### src/rtl/fetch_pkg.sv
// Shared types and constants for the instruction-fetch block.
package fetch_pkg;

    // Bytes per instruction; the sequential PC step.
    localparam int INSTR_BYTES = 4;

    // Fetch controller state: IDLE has no request in flight, WAIT has one.
    typedef enum logic {
        IDLE = 1'b0,
        WAIT = 1'b1
    } fetch_state_t;

    // Width of one buffered {pc, instruction} entry.
    function automatic int entry_w(input int addr_w, input int data_w);
        return addr_w + data_w;
    endfunction

endpackage

### src/rtl/fetch_buf.sv
// Two-entry FIFO of fetched {pc, instruction} entries with a one-cycle flush.
module fetch_buf #(
    parameter int W = 64
) (
    input  logic         clk,
    input  logic         rst_n,
    input  logic         flush,
    input  logic         push,
    input  logic [W-1:0] push_data,
    input  logic         pop,
    output logic [W-1:0] head,
    output logic [1:0]   count
);

    logic [W-1:0] mem [2];
    logic         wr_ptr;
    logic         rd_ptr;

    // Storage, pointers and occupancy; flush overrides any push or pop.
    // NOTE: the two storage words are reset so inst_pc/inst_data read 0 after reset.
    always_ff @(posedge clk or negedge rst_n) begin
        if (!rst_n) begin
            // NOTE: sequential state uses non-blocking assignments so all registers update together at the edge.
            mem[0] <= '0;
            mem[1] <= '0;
            wr_ptr <= 1'b0;
            rd_ptr <= 1'b0;
            count  <= 2'd0;
        end else if (flush) begin
            wr_ptr <= 1'b0;
            rd_ptr <= 1'b0;
            count  <= 2'd0;
        end else begin
            if (push) begin
                mem[wr_ptr] <= push_data;
                wr_ptr      <= ~wr_ptr;
            end
            if (pop) begin
                rd_ptr <= ~rd_ptr;
            end
            case ({push, pop})
                2'b10:   count <= count + 2'd1;
                2'b01:   count <= count - 2'd1;
                default: count <= count;
            endcase
        end
    end

    assign head = mem[rd_ptr];

endmodule

### src/rtl/instr_fetch.sv
// Instruction fetch: drives the PC register, issues one-at-a-time memory reads
// under a two-credit limit, and queues tagged instructions for decode.
module instr_fetch
    import fetch_pkg::*;
#(
    parameter int ADDR_W    = 32,
    parameter int DATA_W    = 32,
    parameter int BUF_DEPTH = 2
) (
    input  logic              clk,
    input  logic              rst,
    input  logic [ADDR_W-1:0] pc_in,
    output logic              pc_load,
    output logic [ADDR_W-1:0] pc_next,
    input  logic              redirect_valid,
    input  logic [ADDR_W-1:0] redirect_pc,
    output logic              imem_req_valid,
    input  logic              imem_req_ready,
    output logic [ADDR_W-1:0] imem_req_addr,
    input  logic              imem_rsp_valid,
    input  logic [DATA_W-1:0] imem_rsp_data,
    output logic              inst_valid,
    input  logic              inst_ready,
    output logic [DATA_W-1:0] inst_data,
    output logic [ADDR_W-1:0] inst_pc
);

    localparam int                ENTRY_W = entry_w(ADDR_W, DATA_W);
    localparam logic [ADDR_W-1:0] PC_STEP = ADDR_W'(INSTR_BYTES);

    fetch_state_t        state;
    fetch_state_t        state_next;
    logic                drop;
    logic                drop_next;
    logic [ADDR_W-1:0]   tag;
    logic [ADDR_W-1:0]   tag_next;
    logic                active;
    logic [1:0]          count;
    logic [ENTRY_W-1:0]  head;
    logic [ADDR_W-1:0]   fetch_addr;
    logic                outstanding;
    logic                credit_ok;
    logic                req_fire;
    logic                rsp_accept;
    logic                pop;

    // Word-aligned fetch address taken straight from the PC register.
    assign fetch_addr  = {pc_in[ADDR_W-1:2], 2'b00};
    assign outstanding = (state == WAIT);
    // Buffered entries plus the in-flight request may never exceed the buffer size.
    assign credit_ok   = (int'(count) + int'(outstanding)) < BUF_DEPTH;

    // active holds every output quiet while reset is applied and for the first edge after release.
    assign imem_req_valid = active && (state == IDLE) && credit_ok && !redirect_valid;
    assign imem_req_addr  = imem_req_valid ? fetch_addr : '0;
    assign req_fire       = imem_req_valid && imem_req_ready;
    assign pc_load        = active && (redirect_valid || req_fire);
    assign rsp_accept     = outstanding && !drop && imem_rsp_valid;
    assign inst_valid     = (count != 2'd0);
    assign pop            = inst_valid && inst_ready;

    // PC update value: a redirect target beats the sequential +4 step.
    always_comb begin
        // NOTE: every combinational output gets a default first so no path can infer a latch.
        pc_next = '0;
        if (active && redirect_valid) begin
            pc_next = redirect_pc;
        end else if (req_fire) begin
            pc_next = pc_in + PC_STEP;
        end
    end

    // Next-state logic: accept moves to WAIT, any response returns to IDLE and
    // a redirect with no response this cycle marks the pending one for discard.
    always_comb begin
        state_next = state;
        drop_next  = drop;
        tag_next   = tag;
        case (state)
            IDLE: begin
                if (req_fire) begin
                    state_next = WAIT;
                    tag_next   = fetch_addr;
                end
            end
            WAIT: begin
                if (imem_rsp_valid) begin
                    state_next = IDLE;
                    drop_next  = 1'b0;
                end else if (redirect_valid) begin
                    drop_next = 1'b1;
                end
            end
            default: begin
                state_next = IDLE;
                drop_next  = 1'b0;
            end
        endcase
    end

    // Controller registers; reset also abandons any request still in flight.
    always_ff @(posedge clk or negedge rst) begin
        if (!rst) begin
            state  <= IDLE;
            drop   <= 1'b0;
            tag    <= '0;
            active <= 1'b0;
        end else begin
            state  <= state_next;
            drop   <= drop_next;
            tag    <= tag_next;
            active <= 1'b1;
        end
    end

    // A redirect flushes the buffer and wins over a same-cycle response write.
    fetch_buf #(
        .W(ENTRY_W)
    ) u_buf (
        .clk       (clk),
        .rst_n     (rst),
        .flush     (redirect_valid),
        .push      (rsp_accept),
        .push_data ({tag, imem_rsp_data}),
        .pop       (pop),
        .head      (head),
        .count     (count)
    );

    assign inst_pc   = head[ENTRY_W-1 -: ADDR_W];
    assign inst_data = head[DATA_W-1:0];

endmodule

### config.mk
export PLATFORM = sky130hd
export DESIGN_NAME = instr_fetch
export DESIGN_NICKNAME = d
export VERILOG_FILES = /design/src/rtl/fetch_pkg.sv /design/src/rtl/fetch_buf.sv /design/src/rtl/instr_fetch.sv
export SDC_FILE = /design/constraint.sdc
export NUM_CORES = 1
export LEC_CHECK = 0
export BUFFER_PORTS_ARGS = -buffer_cell sky130_fd_sc_hd__buf_2
export CAP_MARGIN = 20
export CORE_MARGIN = 2
export CORE_UTILIZATION = 41
export DETAILED_ROUTE_END_ITERATION = 12
export PLACE_DENSITY = 0.64
export SYNTH_ARGS = -nofsm -noshare
export SYNTH_HDL_FRONTEND = slang
export SYNTH_SLANG_ARGS = --single-unit
### constraint.sdc
create_clock -name clk -period 3.6 [get_ports clk]
set_input_delay 0.54 -clock clk [delete_from_list [all_inputs] [get_ports clk]]
set_output_delay 0.54 -clock clk [all_outputs]
set_load 0.02 [all_outputs]
==> flow_summary.html <==
<table>
<tr><th>Metric</th><th>Value</th></tr>
<tr><th colspan="2">Outcome</th></tr>
<tr><td>Run status</td><td>complete, no violations</td></tr>
<tr><th colspan="2">Worst setup path</th></tr>
<tr><td>Capturing element of the worst setup path</td><td>pc_next[18]</td></tr>
<tr><td>Worst r2r dst</td><td>u_buf.mem[4]$_DFFE_PN0P_</td></tr>
<tr><td>Startpoint kind of the worst setup timing path</td><td>flip-flop</td></tr>
<tr><td>Internal reg-to-reg setup slack</td><td>about 1400 ps</td></tr>
<tr><td>Crit path launch</td><td>outstanding$_DFF_PN0_</td></tr>
<tr><td>Number of cells on the worst reg-to-reg path</td><td>4</td></tr>
<tr><td>Reg2Reg Launch Point</td><td>outstanding$_DFF_PN0_</td></tr>
<tr><td>Req. time, crit path</td><td>approximately 3100 ps</td></tr>
<tr><td>Category of the most critical setup path</td><td>flip-flop to primary output</td></tr>
<tr><td>Crit path arrival time</td><td>between 2000 and 3000 ps</td></tr>
<tr><td>CP max FO</td><td>34</td></tr>
<tr><td>Endpoint type of the worst setup path</td><td>primary output</td></tr>
<tr><th colspan="2">Floorplan</th></tr>
<tr><td>Overall die width</td><td>roughly 140 um</td></tr>
<tr><td>Initial standard-cell utilization of the core</td><td>about two fifths</td></tr>
<tr><td>Placeable Area</td><td>19400 um2</td></tr>
<tr><td>IO Pins</td><td>about 230</td></tr>
<tr><td>Height of the die</td><td>144 um</td></tr>
<tr><td>Die outline area</td><td>between 20000 and 25000 um2</td></tr>
<tr><td>Placement Rows</td><td>approximately 50</td></tr>
<tr><th colspan="2">Global routing</th></tr>
<tr><td>Pin count of the biggest net entering global routing</td><td>80</td></tr>
<tr><td>All-layer global routing usage</td><td>20.4%</td></tr>
<tr><td>Total congestion overflow</td><td>0</td></tr>
<tr><td>Global-route wire length before repair</td><td>32700 um</td></tr>
<tr><td>Via count of the first global-routing pass</td><td>between 6k and 7k</td></tr>
<tr><td>Antenna violations before repair</td><td>0</td></tr>
<tr><th colspan="2">CTS</th></tr>
<tr><td>CTS root buf</td><td>sky130_fd_sc_hd__clkbuf_16</td></tr>
<tr><td>Post-CTS setup repair buffer count</td><td>0</td></tr>
<tr><td>Clock insertion delay at the later pin of the skew report</td><td>about 420 ps</td></tr>
<tr><td>Hold buffer count at cts</td><td>0</td></tr>
<tr><td>Clock slew at reported path FFs</td><td>~60 ps</td></tr>
<tr><td>Number of instances resized during post-cts repair</td><td>0</td></tr>
<tr><td># clock sinks</td><td>roughly 160</td></tr>
<tr><td>Clock tree from TritonCTS</td><td>built</td></tr>
<tr><td>Maximum clock insertion buffer count</td><td>2</td></tr>
<tr><td>Maximum level of the CTS H-tree</td><td>4</td></tr>
<tr><td>Number of buffers created by CTS</td><td>17</td></tr>
<tr><th colspan="2">Synth</th></tr>
<tr><td>Cell type with the highest aggregate area in the netlist</td><td>sky130_fd_sc_hd__dfrtp_1</td></tr>
<tr><td>Async set-or-reset flop fraction in the synthesized netlist</td><td>100%</td></tr>
<tr><td>Sequential element share of the synthesized area</td><td>49.9%</td></tr>
<tr><td>Warning count from the yosys run</td><td>0</td></tr>
<tr><td>Leading register cell type out of synthesis</td><td>sky130_fd_sc_hd__dfrtp_1</td></tr>
<tr><td>Ranking of synthesized cells by area</td><td>sky130_fd_sc_hd__dfrtp_1, sky130_fd_sc_hd__mux2_2, sky130_fd_sc_hd__nand2_1</td></tr>
<tr><td>Number of distinct library cell variants in the gate-level netlist after synthesis</td><td>43</td></tr>
<tr><td>Fraction of synthesized cell area taken by the top area cell type</td><td>49.9%</td></tr>
<tr><td>Post-synthesis register bit count</td><td>161</td></tr>
<tr><td>Cell count after synthesis</td><td>slightly above 700</td></tr>
<tr><td>Number of enable flip-flop cells after synthesis</td><td>0</td></tr>
<tr><td>Avg Cell Area, Syn</td><td>11.4 um2</td></tr>
<tr><td>Mapped Area</td><td>slightly above 8000 um2</td></tr>
<tr><th colspan="2">Timing</th></tr>
<tr><td>Tightest Pin Transition</td><td>921 ps</td></tr>
<tr><td>Max Freq</td><td>roughly 320 MHz</td></tr>
<tr><td>Period minus WS final</td><td>3090 ps</td></tr>
<tr><td>Final Hold Viols</td><td>0</td></tr>
<tr><td>Number of pins exceeding their max-slew limit in the final report</td><td>0</td></tr>
<tr><td>Finish-stage setup viols</td><td>0</td></tr>
<tr><td>Worst clock skew on the final layout</td><td>6.64 ps</td></tr>
<tr><td>Max_slew headroom</td><td>between 30% and 40%</td></tr>
<tr><td>Total Negative Setup Slacks</td><td>0 ps</td></tr>
<tr><td>Setup repair after global routing missed its margin</td><td>no</td></tr>
<tr><td>Period Utilization, post-route</td><td>between 80% and 90%</td></tr>
<tr><th colspan="2">Cells and area</th></tr>
<tr><td>Area used by sequential logic in the layout</td><td>~4000 um2</td></tr>
<tr><td>Area growth, synth to finish</td><td>24.5%</td></tr>
<tr><td>Share of cells above drive strength 1</td><td>between 40 and 50%</td></tr>
<tr><td>Area of the multi-input gates</td><td>between 3000 and 4000 um2</td></tr>
<tr><td>Final layout net count</td><td>1021</td></tr>
<tr><td>Post-Route Utilization</td><td>around half</td></tr>
<tr><td>Fill cell total of the finished layout</td><td>1783</td></tr>
<tr><th colspan="2">Routing</th></tr>
<tr><td>Detail-routed net length per standard cell</td><td>about 18 um</td></tr>
<tr><td>Final WL</td><td>about 21000 um</td></tr>
<tr><td>Overall via count from detail_route</td><td>roughly 6.2k</td></tr>
<tr><td>Mean number of vias per cell</td><td>5.15</td></tr>
<tr><td>Length of the first detailed-routing pass in iterations</td><td>4</td></tr>
<tr><td>Iteration-0 DRC count of the detailed router</td><td>321</td></tr>
<tr><td>Residual antenna-violating net count after detailed routing</td><td>0</td></tr>
<tr><td>Residual DRC count</td><td>0</td></tr>
<tr><th colspan="2">Power</th></tr>
<tr><td>Pwr dens</td><td>599 nW/um2</td></tr>
<tr><td>Overall power of the completed layout</td><td>about 6 mW</td></tr>
<tr><td>Cell leakage power</td><td>approximately 5.1 nW</td></tr>
<tr><td>Maximum vdd drop</td><td>roughly 0.00028 V</td></tr>
<tr><th colspan="2">Placement</th></tr>
<tr><td>RePlAce Congestion</td><td>between 0.8 and 0.9</td></tr>
<tr><td>HPWL Detailed</td><td>roughly 14000 um</td></tr>
<tr><td>Port Buf Inserts</td><td>228</td></tr>
<tr><th colspan="2">Hold path</th></tr>
<tr><td>Type of the worst min-delay path</td><td>primary input to async pin</td></tr>
<tr><th colspan="2">Run</th></tr>
<tr><td>Number of max-cap violations</td><td>0</td></tr>
</table>
-- how the worst min path moves through the flow --
stage                                endpoint  cells past startpoint                 startpoint
floorplan                    active$_DFF_PN0_                      0                        rst
global placement    u_buf.mem[10]$_DFFE_PN0P_                      1  u_buf.mem[10]$_DFFE_PN0P_
detailed placement  u_buf.mem[57]$_DFFE_PN0P_                      1  u_buf.mem[57]$_DFFE_PN0P_
CTS                 u_buf.mem[85]$_DFFE_PN0P_                      1                        rst
global route        u_buf.mem[85]$_DFFE_PN0P_                      1                        rst
finish              u_buf.mem[66]$_DFFE_PN0P_                      1                        rst
-- cell usage in the layout (no fill, tap or decap), types with 2 or more instances in the layout --
cell type,Yosys,layout
sky130_fd_sc_hd__nand4_1,10,10
sky130_fd_sc_hd__and2_1,35,34
sky130_fd_sc_hd__a32oi_1,4,4
sky130_fd_sc_hd__xor2_1,10,10
sky130_fd_sc_hd__o211ai_1,15,15
sky130_fd_sc_hd__inv_6,0,2
sky130_fd_sc_hd__or4_1,12,12
sky130_fd_sc_hd__or4b_1,2,2
sky130_fd_sc_hd__mux2_2,186,186
sky130_fd_sc_hd__buf_4,6,10
sky130_fd_sc_hd__dfrtp_1,161,160
sky130_fd_sc_hd__nand3b_1,2,2
sky130_fd_sc_hd__nand2_1,126,125
sky130_fd_sc_hd__clkbuf_8,0,4
sky130_fd_sc_hd__a21oi_1,3,3
sky130_fd_sc_hd__clkinv_2,0,3
sky130_fd_sc_hd__nand2b_1,4,4
sky130_fd_sc_hd__nor2_1,16,16
sky130_fd_sc_hd__buf_12,0,3
sky130_fd_sc_hd__buf_2,20,227
sky130_fd_sc_hd__xnor2_1,2,2
sky130_fd_sc_hd__clkbuf_16,0,17
sky130_fd_sc_hd__bufinv_16,0,2
sky130_fd_sc_hd__o21ai_0,11,11
sky130_fd_sc_hd__a22o_1,3,3
sky130_fd_sc_hd__clkbuf_1,16,3
sky130_fd_sc_hd__and4_1,7,7
sky130_fd_sc_hd__and3_1,3,3
sky130_fd_sc_hd__or3_1,3,3
sky130_fd_sc_hd__o311ai_0,4,4
sky130_fd_sc_hd__conb_1,2,5
sky130_fd_sc_hd__nand3_1,19,19
-- critical path: stages, from the launching register on --
cell and delay, ps:
sky130_fd_sc_hd__dfrtp_1 440, sky130_fd_sc_hd__nor4b_4 320, sky130_fd_sc_hd__buf_4 370, sky130_fd_sc_hd__and2_2 320, sky130_fd_sc_hd__buf_12 200, sky130_fd_sc_hd__nand2_1 90, sky130_fd_sc_hd__o211ai_1 180, sky130_fd_sc_hd__buf_2 200
-- cells in the mapped netlist (5+ instances only) --
library cell	n
sky130_fd_sc_hd__nand3_1	19
sky130_fd_sc_hd__o21ai_0	11
sky130_fd_sc_hd__and2_1	35
sky130_fd_sc_hd__dfrtp_1	161
sky130_fd_sc_hd__clkbuf_1	16
sky130_fd_sc_hd__buf_4	6
sky130_fd_sc_hd__o211ai_1	15
sky130_fd_sc_hd__nor2_1	16
sky130_fd_sc_hd__mux2_2	186
sky130_fd_sc_hd__buf_2	20
sky130_fd_sc_hd__nand4_1	10
sky130_fd_sc_hd__or4_1	12
sky130_fd_sc_hd__buf_1	5
sky130_fd_sc_hd__xor2_1	10
sky130_fd_sc_hd__and4_1	7
sky130_fd_sc_hd__nand2_1	126
-- registers in the layout, summed over array words and instances (netlist names) --
| register | count |
|---|---|
| u_buf.rd_ptr | 1 |
| outstanding | 1 |
| u_buf.wr_ptr | 1 |
| drop | 1 |
| u_buf.count | 2 |
| tag | 30 |
| active | 1 |
| u_buf.mem | 124 |
-- final cells by class --
| cell class | count | area share (%) |
|---|---|---|
| antenna | 1 | 0.0249 |
| clock buffer | 24 | 4.90 |
| clock inverter | 8 | 0.997 |
| inverter | 1 | 0.0374 |
| multi-input combinational | 496 | 37.9 |
| sequential | 161 | 40.1 |
| tap | 265 | 3.30 |
| timing repair buffer | 241 | 12.8 |
-- kinds of logic (layout without fill, tap and decap cells) --
| kind of cell | Yosys count | count (layout) | share of synthesized area (%) |
|---|---|---|---|
| fa+ha+maj | 1 | 1 | 0.155 |
| simple gates | 247 | 247 | 15.3 |
| compound gates | 44 | 44 | 3.88 |
| mux | 187 | 187 | 26.1 |
| xor+xnor | 12 | 12 | 1.30 |
| buf+inv | 51 | 274 | 3.24 |
| other cells | 2 | 6 | 0.0931 |
| flops | 161 | 161 | 49.9 |
-- power by group --
group	leakage (nW)	switching (mW)	total, mW	internal [mW]
combinational	2.69	0.956	1.76	0.806
sequential	2.11	0.218	2.45	2.23
clock	0.291	0.711	1.81	1.10
-- layer usage --
layer  part of all wire (%)  global-route usage, %
met1                     42                   25.3
met2                     50                   35.4
met3                    6.8                   4.50
met4                    1.5                   7.10
met5                      0                      0
-- per-stage QoR --
step | cell area, um2 | hold slack (ps) | instances | setup WS, ps
3_3_place_gp | 9450 | 481 | 1164 | 675
4_1_cts | 10000 | 181 | 1196 | 482
5_1_grt | 10000 | 216 | 1196 | 287
2_1_floorplan | 8080 | 244 | 708 | 1010
6_report | 10000 | 149 | 1197 | 506
3_5_place_dp | 9450 | 487 | 1164 | 645
Power figures use the tool's default switching activity.
